==> config.mk <==
export PLATFORM = sky130hd
export DESIGN_NAME = rv_multicycle_control_flat
export DESIGN_NICKNAME = d
export VERILOG_FILES = /design/src/rtl/rv_ctrl_pkg.sv /design/src/rtl/rv_multicycle_control_if.sv /design/src/rtl/rv_ctrl_wait_timer.sv /design/src/rtl/rv_multicycle_control.sv /design/src/flat_wrapper.sv
export SDC_FILE = /design/constraint.sdc
export NUM_CORES = 1
export LEC_CHECK = 0
export CORE_UTILIZATION = 25
export DETAILED_ROUTE_END_ITERATION = 6
export PLACE_DENSITY = 0.45
export SYNTH_ARGS = -nofsm -noshare
export SYNTH_HDL_FRONTEND = slang
export SYNTH_SLANG_ARGS = --single-unit
==> constraint.sdc <==
create_clock -name clk -period 1.97 [get_ports clk]
set_input_delay 0.394 -clock clk [delete_from_list [all_inputs] [get_ports clk]]
set_output_delay 0.394 -clock clk [all_outputs]
set_load 0.1 [all_outputs]
==> src/rtl/rv_ctrl_pkg.sv <==
// Shared constants for the multi-cycle RISC-V control FSM: opcodes, state and class encodings, alu_op codes.
// The JAL class is only legal when RV_CTRL_JAL_EN is defined.
package rv_ctrl_pkg;

    localparam logic [6:0] OPC_R      = 7'b0110011;
    localparam logic [6:0] OPC_I      = 7'b0010011;
    localparam logic [6:0] OPC_LOAD   = 7'b0000011;
    localparam logic [6:0] OPC_STORE  = 7'b0100011;
    localparam logic [6:0] OPC_BRANCH = 7'b1100011;
    localparam logic [6:0] OPC_JAL    = 7'b1101111;

    localparam logic [2:0] ST_FETCH  = 3'd0;
    localparam logic [2:0] ST_DECODE = 3'd1;
    localparam logic [2:0] ST_EXEC   = 3'd2;
    localparam logic [2:0] ST_MEM    = 3'd3;
    localparam logic [2:0] ST_WB     = 3'd4;
    localparam logic [2:0] ST_FAULT  = 3'd5;

    typedef enum logic [2:0] {
        CLS_NONE   = 3'd0,
        CLS_R      = 3'd1,
        CLS_I      = 3'd2,
        CLS_LOAD   = 3'd3,
        CLS_STORE  = 3'd4,
        CLS_BRANCH = 3'd5,
        CLS_JAL    = 3'd6
    } cls_t;

    localparam logic [1:0] ALU_ADD = 2'b00;
    localparam logic [1:0] ALU_SUB = 2'b01;
    localparam logic [1:0] ALU_RFN = 2'b10;
    localparam logic [1:0] ALU_IFN = 2'b11;

    // CLS_NONE marks an illegal opcode.
    function automatic cls_t decode_class(input logic [6:0] opc);
        cls_t c;
        case (opc)
            OPC_R:      c = CLS_R;
            OPC_I:      c = CLS_I;
            OPC_LOAD:   c = CLS_LOAD;
            OPC_STORE:  c = CLS_STORE;
            OPC_BRANCH: c = CLS_BRANCH;
`ifdef RV_CTRL_JAL_EN
            OPC_JAL:    c = CLS_JAL;
`endif
            default:    c = CLS_NONE;
        endcase
        return c;
    endfunction

endpackage

==> src/rtl/rv_multicycle_control_if.sv <==
// Control bundle between the multi-cycle controller (master) and the datapath/memories (slave).
// jump/link are always present; they only toggle when RV_CTRL_JAL_EN is defined.
interface rv_multicycle_control_if #(
    parameter int ALUOP_W = 2
);
    logic [6:0]         opcode;
    logic               imem_ack;
    logic               dmem_ack;
    logic               imem_req;
    logic               dmem_req;
    logic               dmem_we;
    logic               ir_write;
    logic               pc_write;
    logic               reg_write;
    logic               mem_to_reg;
    logic               alu_src;
    logic [ALUOP_W-1:0] alu_op;
    logic               branch;
    logic               jump;
    logic               link;
    logic               retire;
    logic               fault;

    modport master (
        input  opcode, imem_ack, dmem_ack,
        output imem_req, dmem_req, dmem_we, ir_write, pc_write, reg_write,
               mem_to_reg, alu_src, alu_op, branch, jump, link, retire, fault
    );

    modport slave (
        output opcode, imem_ack, dmem_ack,
        input  imem_req, dmem_req, dmem_we, ir_write, pc_write, reg_write,
               mem_to_reg, alu_src, alu_op, branch, jump, link, retire, fault
    );

endinterface

==> src/rtl/rv_ctrl_wait_timer.sv <==
// Memory wait counter: clears on state change, counts unacknowledged cycles, saturates at all-ones.
// expired flags the cycle in which the count would reach all-ones with no ack.
module rv_ctrl_wait_timer
    import rv_ctrl_pkg::*;
#(
    parameter int TIMEOUT_W = 4
) (
    input  logic clk,
    input  logic rst_n,
    input  logic clear,
    input  logic run,
    output logic expired
);

    localparam logic [TIMEOUT_W-1:0] CNT_MAX = '1;

    logic [TIMEOUT_W-1:0] count_reg;
    logic [TIMEOUT_W-1:0] count_next;

    always_comb begin
        count_next = count_reg;
        if (clear) begin
            count_next = '0;
        end else if (run && (count_reg != CNT_MAX)) begin
            count_next = count_reg + 1'b1;
        end
    end

    assign expired = run && (count_reg == (CNT_MAX - 1'b1));

    always_ff @(posedge clk) begin
        if (!rst_n) begin
            count_reg <= '0;
        end else begin
            count_reg <= count_next;
        end
    end

endmodule

==> src/rtl/rv_multicycle_control.sv <==
// Multi-cycle control FSM: FETCH/DECODE/EXEC/MEM/WB with ack handshakes, wait timeout and sticky FAULT.
// Define RV_CTRL_JAL_EN to make JAL legal and drive jump/link.
module rv_multicycle_control
    import rv_ctrl_pkg::*;
#(
    parameter int TIMEOUT_W = 4,
    parameter int ALUOP_W   = 2
) (
    input  logic                    clk,
    input  logic                    rst_n,
    rv_multicycle_control_if.master bus
);

    logic [2:0] state_reg;
    logic [2:0] state_next;
    cls_t       cls_reg;
    cls_t       cls_next;
    logic       ack_here;
    logic       timer_run;
    logic       timer_clear;
    logic       expired;
    logic [1:0] alu_op2;
    logic       in_alu_phase;

    assign ack_here = ((state_reg == ST_FETCH) && bus.imem_ack) ||
                      ((state_reg == ST_MEM)   && bus.dmem_ack);
    assign timer_run   = ((state_reg == ST_FETCH) || (state_reg == ST_MEM)) && !ack_here;
    assign timer_clear = (state_next != state_reg);

    rv_ctrl_wait_timer #(
        .TIMEOUT_W (TIMEOUT_W)
    ) u_wait_timer (
        .clk     (clk),
        .rst_n   (rst_n),
        .clear   (timer_clear),
        .run     (timer_run),
        .expired (expired)
    );

    always_comb begin
        state_next = state_reg;
        cls_next   = cls_reg;
        case (state_reg)
            ST_FETCH: begin
                if (ack_here)     state_next = ST_DECODE;
                else if (expired) state_next = ST_FAULT;
            end
            ST_DECODE: begin
                cls_next   = decode_class(bus.opcode);
                state_next = (cls_next == CLS_NONE) ? ST_FAULT : ST_EXEC;
            end
            ST_EXEC: begin
                case (cls_reg)
                    CLS_R, CLS_I, CLS_JAL: state_next = ST_WB;
                    CLS_LOAD, CLS_STORE:   state_next = ST_MEM;
                    CLS_BRANCH:            state_next = ST_FETCH;
                    default:               state_next = ST_FAULT;
                endcase
            end
            ST_MEM: begin
                if (ack_here)     state_next = (cls_reg == CLS_LOAD) ? ST_WB : ST_FETCH;
                else if (expired) state_next = ST_FAULT;
            end
            ST_WB:    state_next = ST_FETCH;
            default:  state_next = ST_FAULT;
        endcase
    end

    always_ff @(posedge clk) begin
        if (!rst_n) begin
            state_reg <= ST_FETCH;
            cls_reg   <= CLS_NONE;
        end else begin
            state_reg <= state_next;
            cls_reg   <= cls_next;
        end
    end

    // Operand select and ALU op are class-driven and held from EXEC to WB.
    assign in_alu_phase = (state_reg == ST_EXEC) || (state_reg == ST_MEM) || (state_reg == ST_WB);

    always_comb begin
        alu_op2     = ALU_ADD;
        bus.alu_src = 1'b0;
        if (in_alu_phase) begin
            case (cls_reg)
                CLS_R:      alu_op2 = ALU_RFN;
                CLS_I:      alu_op2 = ALU_IFN;
                CLS_BRANCH: alu_op2 = ALU_SUB;
                default:    alu_op2 = ALU_ADD;
            endcase
            bus.alu_src = (cls_reg == CLS_I) || (cls_reg == CLS_LOAD) || (cls_reg == CLS_STORE);
        end
    end

    assign bus.alu_op[1:0] = alu_op2;

    generate
        for (genvar gi = 2; gi < ALUOP_W; gi++) begin : g_alu_op_hi
            assign bus.alu_op[gi] = 1'b0;
        end
    endgenerate

    always_comb begin
        bus.imem_req   = (state_reg == ST_FETCH);
        bus.ir_write   = (state_reg == ST_FETCH) && bus.imem_ack;
        bus.pc_write   = (state_reg == ST_FETCH) && bus.imem_ack;
        bus.dmem_req   = (state_reg == ST_MEM);
        bus.dmem_we    = (state_reg == ST_MEM) && (cls_reg == CLS_STORE);
        bus.reg_write  = (state_reg == ST_WB);
        bus.mem_to_reg = (state_reg == ST_WB) && (cls_reg == CLS_LOAD);
        bus.branch     = (state_reg == ST_EXEC) && (cls_reg == CLS_BRANCH);
        bus.retire     = ((state_reg == ST_EXEC) && (cls_reg == CLS_BRANCH)) ||
                         ((state_reg == ST_MEM) && (cls_reg == CLS_STORE) && bus.dmem_ack) ||
                         (state_reg == ST_WB);
        bus.fault      = (state_reg == ST_FAULT);
`ifdef RV_CTRL_JAL_EN
        bus.jump       = (state_reg == ST_EXEC) && (cls_reg == CLS_JAL);
        bus.link       = (state_reg == ST_WB) && (cls_reg == CLS_JAL);
`else
        bus.jump       = 1'b0;
        bus.link       = 1'b0;
`endif
    end

endmodule

==> src/flat_wrapper.sv <==
// flat-port wrapper written by rule: the top's interface ports become plain ports
module rv_multicycle_control_flat import rv_ctrl_pkg::*;
#(
    parameter int TIMEOUT_W = 4,
    parameter int ALUOP_W   = 2
)
  (clk, rst_n, bus_opcode, bus_imem_ack, bus_dmem_ack, bus_imem_req, bus_dmem_req, bus_dmem_we, bus_ir_write, bus_pc_write, bus_reg_write, bus_mem_to_reg, bus_alu_src, bus_alu_op, bus_branch, bus_jump, bus_link, bus_retire, bus_fault);
  rv_multicycle_control_if #(.ALUOP_W(ALUOP_W)) bus_i ();
  input  logic clk;
  input  logic rst_n;
  input wire logic [$bits(bus_i.opcode)-1:0] bus_opcode;
  input wire logic [$bits(bus_i.imem_ack)-1:0] bus_imem_ack;
  input wire logic [$bits(bus_i.dmem_ack)-1:0] bus_dmem_ack;
  output wire logic [$bits(bus_i.imem_req)-1:0] bus_imem_req;
  output wire logic [$bits(bus_i.dmem_req)-1:0] bus_dmem_req;
  output wire logic [$bits(bus_i.dmem_we)-1:0] bus_dmem_we;
  output wire logic [$bits(bus_i.ir_write)-1:0] bus_ir_write;
  output wire logic [$bits(bus_i.pc_write)-1:0] bus_pc_write;
  output wire logic [$bits(bus_i.reg_write)-1:0] bus_reg_write;
  output wire logic [$bits(bus_i.mem_to_reg)-1:0] bus_mem_to_reg;
  output wire logic [$bits(bus_i.alu_src)-1:0] bus_alu_src;
  output wire logic [$bits(bus_i.alu_op)-1:0] bus_alu_op;
  output wire logic [$bits(bus_i.branch)-1:0] bus_branch;
  output wire logic [$bits(bus_i.jump)-1:0] bus_jump;
  output wire logic [$bits(bus_i.link)-1:0] bus_link;
  output wire logic [$bits(bus_i.retire)-1:0] bus_retire;
  output wire logic [$bits(bus_i.fault)-1:0] bus_fault;
  assign bus_i.opcode = bus_opcode;
  assign bus_i.imem_ack = bus_imem_ack;
  assign bus_i.dmem_ack = bus_dmem_ack;
  assign bus_imem_req = bus_i.imem_req;
  assign bus_dmem_req = bus_i.dmem_req;
  assign bus_dmem_we = bus_i.dmem_we;
  assign bus_ir_write = bus_i.ir_write;
  assign bus_pc_write = bus_i.pc_write;
  assign bus_reg_write = bus_i.reg_write;
  assign bus_mem_to_reg = bus_i.mem_to_reg;
  assign bus_alu_src = bus_i.alu_src;
  assign bus_alu_op = bus_i.alu_op;
  assign bus_branch = bus_i.branch;
  assign bus_jump = bus_i.jump;
  assign bus_link = bus_i.link;
  assign bus_retire = bus_i.retire;
  assign bus_fault = bus_i.fault;
  rv_multicycle_control #(.TIMEOUT_W(TIMEOUT_W), .ALUOP_W(ALUOP_W)) u_core (.clk(clk), .rst_n(rst_n), .bus(bus_i));
endmodule
==> out/results.ini, run 1 <==
[run_status]
status=finished, final reports clean

[cts]
cts_root_buffer=clkbuf_4
hold_buffers=0
clk_path_buf_depth=2
clk_pin_slew_ps=70
cts_buffers=3
cts_tree=built
cts_max_level=1
clkSinkCount=10
clk_latency_ps=260

[die]
boundaryPins=26
initial_utilization_pct=26.8
die_h_um=62.5
die_x_um=62.5
die_area_mm2=0.00391
std_cell_rows=21
core_area_mm2=0.00342

[power_and_ir_drop]
power.density_mw_per_mm2=430
leakagePower_uw=0.000573
peakVddDrop_mv=0.352

[synthesis]
syn-cell-area_um2=916
yosys.area.top_type=dfxtp_1
synth_fa_ha_area_share_pct=8.20
synth_top_area_share_pct=21.9
syn_inst=123
synth_top_family_by_area=simple AND/OR/NAND/NOR gates
synth_xor_area_share_pct=2.87
yosysSeqAreaShare_pct=21.9
synth.area.top_cells=dfxtp_1, ha_1, a21oi_1, nor2_1, nand2b_1
synth_seq_cells=10
synth_area_per_cell_um2=7.45
muxShareOfSynthArea_pct=2.19
synth_simple_gate_area_share_pct=31.6
synth_compound_area_share_pct=22.7
yosys.cell_types.count=48
ys_warn_count=0

[layout]
largest_reg_flops=4
stdcell_area_mm2=0.00162
drive_gt1_share_pct=40.9
area_growth_pct=77.3
antenna_cells=0
nNetsFinal=172

[sta]
final.setup.tns_ps=0
holdWs_ps=522
fin_crit_sh_pct=96.5
rsz0062_at_grt=true
setup_ws_ps=68.7
setup_viol=0
hold_viol_final=0
final_max_slew_viol_count=0
fmax_ghz=0.526
fin_crit_ps=1900
finalClockSkew_ps=2.92

[global_route]
overflow=0
grt_max_degree=15
antenna_found_initial=0
track_usage_pct=12.1
grt_pass1_wl_mm=3.93
grt_pass1_vias=918

[place]
preCtsSetupSlack_ps=-56.2
dp_hpwl_mm=1.86
gp_congestion=0.782
placed_area_mm2=0.00147
portBuffers=23

[min_path]
hold_path_class=register to register

[run]
max_cap_violations=0

[route]
drt-total-wl_mm=2.25
avgRoutedWirePerCell_um=11.3
drt-initial-drc-count=15
routed.top_layer=met4
postRouteAntennaNets=0
vias=943
drc=0
dr_wl_met2_mm=1.21
via_per_inst=4.72
wl_met3_um=57
first_pass_iters=4
wl_met1_um=977

[worst_setup_path]
critPathKind=register to output port
start_kind=register
critPathMaxFanout=5
crit_arrival_ps=1510
end_kind=output port
required_ps=1580

what timing repair did:
item                                    CTS  global route
buffers inserted                          1             1
endpoints found under the setup margin    4             8
gates resized for setup                   4            21
pin swaps                                 1             6
layout make-up:
cell class / count / area [µm²]
clock buffer: 4 / 36.3
fill: 332 / 1790
inverter: 9 / 53.8
multi-input combinational: 96 / 811
sequential: 10 / 211
tap: 46 / 57.6
timing repair buffer: 35 / 454
synth_stat cells (all sizes together):
master   number
clkbuf        1
ha            6
nand3b        2
and4b         1
o22ai         4
and2          1
and3          2
and2b         1
xnor2         1
a21oi        11
or2           2
nand3         2
o221ai        1
inv           9
dfxtp        10
a211oi        1
nor2         12
o22a          1
or3           2
nor2b         3
nand2         7
a31oi         1
nand2b        6
o21ai         5
a2bb2oi       1
nor4          1
a311oi        1
xor2          2
nor3          6
o31ai         1
nor3b         1
o21a          1
a22oi         2
conb          1
o311ai        1
nand4bb       1
buf           8
nand4         2
mux2i         2
logic make-up (layout without fill, tap and decap cells):
logic type                 after synthesis  after routing
and+or+nand+nor                         52             52
adders and majority gates                6              6
other                                    1              2
buffers and inverters                   18             48
muxes                                    2              2
DFF                                     10             10
xor gates and xnor gates                 3              3
AOI/OAI and AO/OA                       31             31
metrics by stage:
stage          utilization [%]  instances  power, µW
3_5_place_dp              43.1        194        512
2_1_floorplan                -        124        436
6_report                  47.5        200        698
3_3_place_gp              43.1        194        512
5_1_grt                   47.5        200        729
4_1_cts                   44.8        199        700
where the power goes:
group          internal [µW]  switching, µW
logic                    117            184
clock network            112           70.2
registers                206           8.88
total                    436            263
metal layers:
layer | GRT usage [%] | vias to the layer above
met5 | 0 | -
met2 | 23.0 | 17
met3 | 1.64 | 2
met4 | 3.49 | 0
met1 | 13.8 | 429
li1 | - | 495
worst paths after layout:
check	from	to	slack [ps]	depth (start not counted)
max reg2reg	u_core.u_wait_timer.count_reg[0]$_SDFFE_PP0P_	u_core.u_wait_timer.count_reg[3]$_SDFFE_PP0P_	130	7
min reg2reg	u_core.u_wait_timer.count_reg[1]$_SDFFE_PP0P_	u_core.u_wait_timer.count_reg[1]$_SDFFE_PP0P_	520	2
min	u_core.u_wait_timer.count_reg[1]$_SDFFE_PP0P_	u_core.u_wait_timer.count_reg[1]$_SDFFE_PP0P_	520	2
max	u_core.state_reg[2]$_SDFF_PN0_	bus_branch	70	4
worst max-delay path, stage by stage, from the launching register on:
cell	delay [ps]
dfxtp_2	370
and2b_2	300
nand2_2	140
nor3b_4	230
buf_12	200
cells in the final DEF (no fill, tap or decap), types with 2 or more instances in the layout:
master / count
xor2_1: 2
inv_1: 5
clkbuf_4: 3
and3_1: 2
nor3_1: 2
nor2_4: 5
nor3_4: 3
o22ai_1: 4
nand3b_1: 2
nand2b_1: 5
mux2i_1: 2
nand4_1: 2
dfxtp_1: 5
nor2_1: 7
conb_1: 2
dfxtp_2: 3
dfxtp_4: 2
ha_1: 3
o21ai_0: 4
nand2_1: 5
buf_12: 13
nand2_2: 2
buf_4: 11
inv_4: 3
a21oi_1: 9
ha_4: 3
nor2b_1: 3
clkdlybuf4s50_1: 10
a22oi_1: 2
Note: power is estimated with default switching activity, not from simulation.
==> inputs of run 2 (changes only) <==
Settings changed: CORE_UTILIZATION 25 to 34, PLACE_DENSITY 0.45 to 0.58.
==> out/results.ini, run 2 (same netlist as run 1, synthesis figures left out) <==
[global_route]
grt_pass1_vias=816
grt_pass1_wl_mm=3.46
overflow=0
antenna_found_initial=0
grt_max_degree=18
track_usage_pct=16.4

[run]
max_cap_violations=0

[worst_setup_path]
start_kind=input port
cp_top_family=buffers and inverters
crit_path_max_incr_delay_ps=520
critPathMaxFanout=3
crit_path_top_delay_cell=clkdlybuf4s50_1
cp_num_buf_inv=3
critPathKind=input port to output port
end_kind=output port
required_ps=1580
crit_chain=clkdlybuf4s50_1 -> inv_1 -> a2bb2oi_2 -> o21ai_4 -> buf_12
crit_arrival_ps=1510

[die]
boundaryPins=26
die_area_mm2=0.00291
initial_utilization_pct=36.3
die_x_um=53.9
core_area_mm2=0.00252
die_h_um=53.9
std_cell_rows=18

[route]
postRouteAntennaNets=0
via_per_inst=5.23
drc=0
drt-total-wl_mm=2.18
vias=958
avgRoutedWirePerCell_um=11.9
first_pass_iters=4
drt-initial-drc-count=10

[sta]
final_max_slew_viol_count=0
rsz0062_at_grt=false
final.setup.tns_ps=0
fmax_ghz=0.525
fin_crit_ps=1900
setup_viol=0
setup_ws_ps=66.1
hold_viol_final=0
finalClockSkew_ps=12.1
fin_crit_sh_pct=96.6

[place]
gp_congestion=0.806
portBuffers=23
preCtsSetupSlack_ps=-39.5
dp_hpwl_mm=1.72

[power_and_ir_drop]
leakagePower_uw=0.000550
peakVddDrop_mv=0.356
power.density_mw_per_mm2=433

[layout]
largest_reg_flops=4
nNetsFinal=172
antenna_cells=0
mostFrequentLayoutCell=buf_12
seqCellArea_um2=204
drive_gt1_share_pct=36.6
num-fill-cells=233
multi_input_area_um2=759
layout_common_cells=buf_12, buf_4, clkdlybuf4s50_1
area_growth_pct=66.3

[cts]
clk_pin_slew_ps=60
clk_path_buf_depth=2
hold_buffers=0
cts_buffers=3
cts_max_level=1
cts_root_buffer=clkbuf_4
clkSinkCount=10
cts_tree=built
clk_latency_ps=270

[min_path]
hold_path_class=register to register

[run_status]
status=finished, final reports clean

## run 2: changes by cell type in the layout (fill, tap and decap cells not counted), sizes merged
cell / delta
clkbuf: -1
## run 2: power by group
| group | leakage, µW | internal [µW] | switching, µW |
|---|---|---|---|
| clock | 0.0000138 | 70.7 | 75.3 |
| sequential | 0.0000825 | 208 | 4.61 |
| combinational | 0.000454 | 114 | 187 |
| total | 0.000550 | 393 | 267 |
## run 2: metrics by stage
step           instance area [µm²]  hold WS, ps  power, µW  std cells  util [%]
2_1_floorplan                 1070          482        436        124         -
3_3_place_gp                  1440          501        507        176      56.9
3_5_place_dp                  1440          525        509        176      56.9
4_1_cts                       1480          534        650        179      58.5
5_1_grt                       1520          565        688        183      60.4
6_report                      1520          521        660        183      60.4
## run 2: area by class of cell
| cell class | instances | area share [%] |
|---|---|---|
| Inverter | 9 | 3.20 |
| Timing Repair Buffer | 35 | 29.6 |
| Sequential cell | 10 | 13.4 |
| Tap cell | 30 | 2.47 |
| Multi-Input combinational cell | 96 | 49.9 |
| Clock buffer | 3 | 1.48 |
## run 2: path summary, 6_finish.rpt
| check | from | to | slack, ps | depth (start not counted) |
|---|---|---|---|---|
| hold / removal | u_core.u_wait_timer.count_reg[1]$_SDFFE_PP0P_ | u_core.u_wait_timer.count_reg[1]$_SDFFE_PP0P_ | 520 | 2 |
| setup / recovery | bus_dmem_ack | bus_retire | 70 | 5 |
| hold reg to reg | u_core.u_wait_timer.count_reg[1]$_SDFFE_PP0P_ | u_core.u_wait_timer.count_reg[1]$_SDFFE_PP0P_ | 520 | 2 |
| setup reg to reg | u_core.u_wait_timer.count_reg[0]$_SDFFE_PP0P_ | u_core.u_wait_timer.count_reg[1]$_SDFFE_PP0P_ | 210 | 8 |
## run 2: routing by layer
| metal | GRT usage [%] | vias to the layer above | wire length (µm) |
|---|---|---|---|
| li1 | - | 489 | - |
| met1 | 20.4 | 439 | 972 |
| met2 | 27.8 | 24 | 1090 |
| met3 | 2.54 | 6 | 77 |
| met4 | 6.58 | 0 | 40 |
| met5 | 0 | - | 0 |
## run 2: what timing repair did
action,CTS,global route
setup buffers,0,4
pin swaps,1,1
endpoints found under the setup margin,5,5
resized for setup,6,4
## run 2: tightest hold or removal path, stage by stage, from the launching register on
cell	delay (ps)
dfxtp_1	340
nand2_1	90
a21oi_2	50
